## config.mk

```make
export PLATFORM = sky130hd
export DESIGN_NAME = serial_line_sched_flat
export DESIGN_NICKNAME = d
export VERILOG_FILES = /design/src/rtl/serial_line_sched_if.sv /design/src/rtl/serial_line_sched.sv /design/src/flat_wrapper.sv
export SDC_FILE = /design/constraint.sdc
export NUM_CORES = 1
export LEC_CHECK = 0
export ABC_AREA = 1
export CAP_MARGIN = 20
export CORE_UTILIZATION = 48
export CTS_CLUSTER_SIZE = 40
export DETAILED_ROUTE_END_ITERATION = 6
export HOLD_SLACK_MARGIN = 0.03
export PLACE_DENSITY_LB_ADDON = 0.12
export SETUP_SLACK_MARGIN = 0.1
export SLEW_MARGIN = 20
export SYNTH_ARGS = -nofsm -noshare
export SYNTH_HDL_FRONTEND = slang
export SYNTH_SLANG_ARGS = --single-unit
```

## constraint.sdc

```tcl
create_clock -name clock -period 1.94 [get_ports clock]
set_clock_uncertainty 0.15 [all_clocks]
set_input_delay 0.291 -clock clock [delete_from_list [all_inputs] [get_ports clock]]
set_output_delay 0.291 -clock clock [all_outputs]
set_load 0.01 [all_outputs]
```

## src/rtl/serial_line_sched_if.sv

```systemverilog
// serial_line_sched_if: requester-side bus of the serial line scheduler (requests, operands, grant/ack, result).
interface serial_line_sched_if;
  logic       req0;
  logic       req1;
  logic [7:0] opa0;
  logic [7:0] opb0;
  logic [7:0] opa1;
  logic [7:0] opb1;
  logic [1:0] gnt;
  logic [1:0] ack;
  logic [7:0] res;
  logic       ovf;
  logic       busy;
  modport master (output req0, req1, opa0, opb0, opa1, opb1, input gnt, ack, res, ovf, busy);
  modport slave  (input req0, req1, opa0, opb0, opa1, opb1, output gnt, ack, res, ovf, busy);
endinterface

```

## src/rtl/serial_line_sched.sv

```systemverilog
// serial_line_sched: arbitrates two requesters onto a shared bit-serial unit and collects its 8-bit result.
// Define SERIAL_SCHED_RR_EN for round-robin arbitration; otherwise requester 0 has fixed priority.
module serial_line_sched (
  input  logic                 clock,
  input  logic                 reset,
  serial_line_sched_if.slave   bus,
  output logic                 line1,
  output logic                 line2,
  output logic                 unit_rst,
  input  logic                 outp,
  input  logic                 overflw
);
  typedef enum logic [2:0] {IDLE, LOAD, SHIFT, DRAIN, DONE} state_t;
  state_t     state_q, state_d;
  logic [2:0] cnt_q, cnt_d;
  logic       sel_q, sel_d;
  logic [7:0] a_q, a_d, b_q, b_d, res_q, res_d;
  logic [1:0] gnt_q, gnt_d, ack_q, ack_d;
  logic       ovf_q, ovf_d, line1_q, line1_d, line2_q, line2_d;
  logic       unit_rst_q, unit_rst_d, busy_q, busy_d;
  logic       win, cap;
`ifdef SERIAL_SCHED_RR_EN
  logic       ptr_q, ptr_d;
  assign win = (bus.req0 & bus.req1) ? ptr_q : bus.req1;
`else
  assign win = ~bus.req0;
`endif
  // the unit's output lags the lines by one cycle, so SHIFT cycle 0 has nothing to capture yet
  assign cap = (state_q == SHIFT && cnt_q != 3'd0) || state_q == DRAIN;
  always_comb begin
    state_d    = state_q;
    cnt_d      = cnt_q;
    sel_d      = sel_q;
    a_d        = a_q;
    b_d        = b_q;
    res_d      = cap ? {outp, res_q[7:1]} : res_q;
    ovf_d      = ovf_q | (cap & overflw);
    gnt_d      = gnt_q;
    ack_d      = 2'b00;
    line1_d    = 1'b0;
    line2_d    = 1'b0;
    unit_rst_d = 1'b0;
    busy_d     = 1'b1;
`ifdef SERIAL_SCHED_RR_EN
    ptr_d      = ptr_q;
`endif
    unique case (state_q)
      IDLE: begin
        if (bus.req0 | bus.req1) begin
          state_d    = LOAD;
          sel_d      = win;
          a_d        = win ? bus.opa1 : bus.opa0;
          b_d        = win ? bus.opb1 : bus.opb0;
          gnt_d      = win ? 2'b10 : 2'b01;
          unit_rst_d = 1'b1;
          res_d      = 8'h00;
          ovf_d      = 1'b0;
          cnt_d      = 3'd0;
        end else begin
          gnt_d  = 2'b00;
          busy_d = 1'b0;
        end
      end
      LOAD: begin
        state_d = SHIFT;
        line1_d = a_q[0];
        line2_d = b_q[0];
      end
      SHIFT: begin
        if (cnt_q == 3'd7) state_d = DRAIN;
        else begin
          cnt_d   = cnt_q + 3'd1;
          line1_d = a_q[cnt_d];
          line2_d = b_q[cnt_d];
        end
      end
      DRAIN: begin
        state_d = DONE;
        ack_d   = sel_q ? 2'b10 : 2'b01;
      end
      DONE: begin
        state_d = IDLE;
        gnt_d   = 2'b00;
        busy_d  = 1'b0;
`ifdef SERIAL_SCHED_RR_EN
        ptr_d   = ~sel_q;
`endif
      end
      default: state_d = IDLE;
    endcase
  end
  always_ff @(posedge clock or negedge reset) begin
    if (!reset) begin
      state_q    <= IDLE;
      cnt_q      <= 3'd0;
      sel_q      <= 1'b0;
      a_q        <= 8'h00;
      b_q        <= 8'h00;
      res_q      <= 8'h00;
      ovf_q      <= 1'b0;
      gnt_q      <= 2'b00;
      ack_q      <= 2'b00;
      line1_q    <= 1'b0;
      line2_q    <= 1'b0;
      unit_rst_q <= 1'b1;
      busy_q     <= 1'b0;
`ifdef SERIAL_SCHED_RR_EN
      ptr_q      <= 1'b0;
`endif
    end else begin
      state_q    <= state_d;
      cnt_q      <= cnt_d;
      sel_q      <= sel_d;
      a_q        <= a_d;
      b_q        <= b_d;
      res_q      <= res_d;
      ovf_q      <= ovf_d;
      gnt_q      <= gnt_d;
      ack_q      <= ack_d;
      line1_q    <= line1_d;
      line2_q    <= line2_d;
      unit_rst_q <= unit_rst_d;
      busy_q     <= busy_d;
`ifdef SERIAL_SCHED_RR_EN
      ptr_q      <= ptr_d;
`endif
    end
  end
  assign bus.gnt  = gnt_q;
  assign bus.ack  = ack_q;
  assign bus.res  = res_q;
  assign bus.ovf  = ovf_q;
  assign bus.busy = busy_q;
  assign line1    = line1_q;
  assign line2    = line2_q;
  assign unit_rst = unit_rst_q;
endmodule

```

## src/flat_wrapper.sv

```systemverilog
// flat-port wrapper written by rule: the top's interface ports become plain ports
module serial_line_sched_flat 
  (clock, reset, line1, line2, unit_rst, outp, overflw, bus_req0, bus_req1, bus_opa0, bus_opb0, bus_opa1, bus_opb1, bus_gnt, bus_ack, bus_res, bus_ovf, bus_busy);
  serial_line_sched_if bus_i ();
  input  logic clock;
  input  logic reset;
  output logic line1;
  output logic line2;
  output logic unit_rst;
  input  logic outp;
  input  logic overflw;
  input wire logic [$bits(bus_i.req0)-1:0] bus_req0;
  input wire logic [$bits(bus_i.req1)-1:0] bus_req1;
  input wire logic [$bits(bus_i.opa0)-1:0] bus_opa0;
  input wire logic [$bits(bus_i.opb0)-1:0] bus_opb0;
  input wire logic [$bits(bus_i.opa1)-1:0] bus_opa1;
  input wire logic [$bits(bus_i.opb1)-1:0] bus_opb1;
  output wire logic [$bits(bus_i.gnt)-1:0] bus_gnt;
  output wire logic [$bits(bus_i.ack)-1:0] bus_ack;
  output wire logic [$bits(bus_i.res)-1:0] bus_res;
  output wire logic [$bits(bus_i.ovf)-1:0] bus_ovf;
  output wire logic [$bits(bus_i.busy)-1:0] bus_busy;
  assign bus_i.req0 = bus_req0;
  assign bus_i.req1 = bus_req1;
  assign bus_i.opa0 = bus_opa0;
  assign bus_i.opb0 = bus_opb0;
  assign bus_i.opa1 = bus_opa1;
  assign bus_i.opb1 = bus_opb1;
  assign bus_gnt = bus_i.gnt;
  assign bus_ack = bus_i.ack;
  assign bus_res = bus_i.res;
  assign bus_ovf = bus_i.ovf;
  assign bus_busy = bus_i.busy;
  serial_line_sched u_core (.clock(clock), .reset(reset), .bus(bus_i), .line1(line1), .line2(line2), .unit_rst(unit_rst), .outp(outp), .overflw(overflw));
endmodule
```

==> flow_summary.json <==
{
  "status": "complete, no violations",
  "ant_nets": 0,
  "drive_gt1_frac": 0.169,
  "final_net_count": 354,
  "synth_cell_types": 26,
  "die_area_um2": 4640,
  "yosys.area_share.adder": 0.0179,
  "die-height_um": 68.1,
  "rr_startpoint": "u_core.state_q[0]",
  "synthSimpleGateAreaFrac": 0.280,
  "drtPass1Iterations": 4,
  "fillers": 360,
  "wl_um": 4170,
  "grt_pass1_vias": 1692,
  "powerDensity_nw_per_um2": 1430,
  "io_buffers": 54,
  "critPathMaxFanout": 1,
  "syn-num-nets": 295,
  "clkSlewWorstSetupHoldPaths_ps": 70,
  "startpoint_type": "register",
  "grt_setup_unrepaired": "no",
  "critPathCaptureType": "output pin",
  "timing.rr.end": "u_core.a_q[0]",
  "r2r_slack_ps": 370,
  "synth_compound_area_frac": 0.122,
  "max_slew.worst_pin.slew_ps": 497,
  "syn-cell-area_um2": 2100,
  "maxSlewHeadroom": 0.669,
  "ctsHtreeMaxLevel": 2,
  "grt_overflow_total": 0,
  "fmax_mhz": 569,
  "synth_xor_area_frac": 0,
  "core_um2": 4090,
  "crit_cells": 1,
  "cts_max_path_buffers": 2,
  "track_usage": 0.210,
  "synth.avg_cell_area_um2": 8.26,
  "slowest_stage": "dfstp_2",
  "numCtsBuffers": 5,
  "die_w_um": 68.1,
  "min_period_over_period": 0.906,
  "first_iter_violations": 116,
  "fin_crit_ps": 1760,
  "wl_per_cell_um": 11.5,
  "hp-class": "register to register",
  "fin_util": 0.671,
  "cp_top_family": "flip-flops",
  "fin_tns_setup_ps": 0,
  "clock-sinks": 40,
  "crit_arrival_ps": 1320,
  "ys_seq_area_frac": 0.478,
  "irDropWorstVdd_v": 0.00112,
  "drv_cap": 0,
  "p_leak_nw": 1.36,
  "ys_warn_count": 0,
  "place_hpwl_um": 3080,
  "synth_top_family_by_area": "simple AND/OR/NAND/NOR gates",
  "root_buffer": "clkbuf_8",
  "cp_data_required_time_ps": 1500,
  "postSynthCellCount": 254,
  "n_antenna_cell": 0,
  "endpoint": "unit_rst",
  "crit_path_start": "u_core.unit_rst",
  "cts_setup_buffers": 0,
  "vias_per_cell": 4.87,
  "ios": 55,
  "grt_pass1_wl_um": 7290,
  "synthTopCellsByArea": "dfrtp_1 (47%), nand2_1 (15%), o21ai_2 (6.7%)",
  "synth_top_cell_area_share": 0.465,
  "critPathBufInv": 1,
  "ys_ff_latch": 40,
  "crit_type": "register to output pin",
  "cp_cell_sequence": "clkdlybuf4s50_1",
  "antenna_found_initial": 0,
  "setup_viol": 0,
  "synth.area.mux_share": 0,
  "num_vias": 1771,
  "place_congestion": 0.882,
  "slowest_delay_ps": 520,
  "clk_latency_ps": 290,
  "drv_slew": 0,
  "start_util": 0.513,
  "synth_largest_area_cell": "dfrtp_1",
  "grt_max_degree": 41,
  "syn_to_final_growth_pct": 30.7,
  "cts_tree": "done",
  "drc": 0,
  "rows": 23,
  "hold_viol": 0,
  "reg2regPathDepth": 7
}
## power by group
group | internal (mW) | leakage (nW) | total, mW | switching (mW)
registers | 1.19 | 0.508 | 1.35 | 0.155
clock network | 0.252 | 0.0422 | 0.522 | 0.269
logic | 0.858 | 0.806 | 2.06 | 1.20
total | 2.30 | 1.36 | 3.93 | 1.63
## synth_stat cells
cell and instances:
nand3_1 17, buf_12 2, nor2_2 1, o21ai_2 16, nor2_4 1, nand2_4 2, inv_1 27, nand2_1 85
a21oi_2 1, a21oi_1 8, inv_6 1, nor3_1 1, or2_2 1, dfstp_2 1, inv_2 2, ha_1 3
o21ai_0 12, nor2_1 11, nand3_2 1, buf_4 2, buf_6 2, buf_2 4, dfrtp_1 39, or2_1 1
nand2_2 12, o22ai_1 1
## layout make-up
class,instances,area (um2),area share
Clock buffer,7,76.3,0.0278
Timing Repair Buffer,62,598,0.218
Multi-Input combinational cell,174,881,0.321
Tap cell,50,62.6,0.0228
Clock inverter,1,5.00,0.00182
Inverter,30,118,0.0429
Sequential cell,40,1000,0.365
## layer usage
metal  vias up  track usage  share of wire
met4         0       0.0599         0.0086
met5         -            0              0
li1        907            -              -
met1       797        0.285           0.48
met3         5       0.0383          0.056
met2        62        0.339           0.46
## worst min-delay path by stage
stage	start	endpoint	slack [ps]	cells after the start
after floorplan	reset	u_core.a_q[0]	-150	0
after global placement	reset	u_core.b_q[5]	230	2
after detailed placement	reset	u_core.b_q[5]	220	2
after CTS	u_core.sel_q	u_core.bus.ack[0]	320	1
after global routing	u_core.sel_q	u_core.bus.ack[0]	360	1
final	u_core.sel_q	u_core.bus.ack[0]	320	1
## flip-flops by register name (all words and copies together) (netlist names)
| name | cells |
|---|---|
| u_core.a_q | 8 |
| u_core.line2 | 1 |
| u_core.state_q | 3 |
| u_core.bus.ack | 2 |
| u_core.sel_q | 1 |
| u_core.cnt_q | 3 |
| u_core.bus.ovf | 1 |
| u_core.line1 | 1 |
| u_core.b_q | 8 |
| u_core.bus.res | 8 |
| u_core.unit_rst | 1 |
| u_core.bus.busy | 1 |
| u_core.bus.gnt | 2 |
## kinds of logic (layout without fill, tap and decap cells)
logic type / after synthesis / in the layout
adder cells (fa/ha/maj): 3 / 3
buffers and inverters: 40 / 100
flip-flops: 40 / 40
AND/OR/NAND/NOR: 133 / 133
AO/OA/AOI/OAI: 38 / 38
## metrics by stage
step	worst slack, ps	hold WS (ps)	total power [mW]	cells	cell area (um2)
4_1_cts	172	319	3.96	364	2740
2_1_floorplan	325	-155	2.88	254	2100
3_3_place_gp	166	225	3.35	355	2650
6_report	181	315	3.93	364	2740
5_1_grt	124	360	4.27	364	2740
3_5_place_dp	114	224	3.43	355	2650
## layout by cell type, fill, tap and decap left out
cell type | synthesis | final
a21oi_1 | 8 | 8
a21oi_2 | 1 | 1
buf_2 | 4 | 1
buf_4 | 2 | 7
clkbuf_1 | 0 | 2
clkbuf_8 | 0 | 5
clkdlybuf4s50_1 | 0 | 53
clkinv_2 | 0 | 1
dfrtp_1 | 39 | 39
dfstp_2 | 1 | 1
dlygate4sd3_1 | 0 | 1
ha_1 | 3 | 3
inv_1 | 27 | 27
inv_2 | 2 | 2
inv_6 | 1 | 1
nand2_1 | 85 | 85
nand2_2 | 12 | 12
nand2_4 | 2 | 2
nand3_1 | 17 | 17
nand3_2 | 1 | 1
nor2_1 | 11 | 11
nor2_2 | 1 | 1
nor2_4 | 1 | 1
nor3_1 | 1 | 1
o21ai_0 | 12 | 12
o21ai_2 | 16 | 16
o22ai_1 | 1 | 1
or2_1 | 1 | 1
or2_2 | 1 | 1
## timing repair
item	4_1_cts	5_1_grt
endpoints found under the hold margin	39	0
hold buffers	1	0
resized for setup	0	0
setup endpoints to repair	0	0
(Power assumes the default switching activity.)
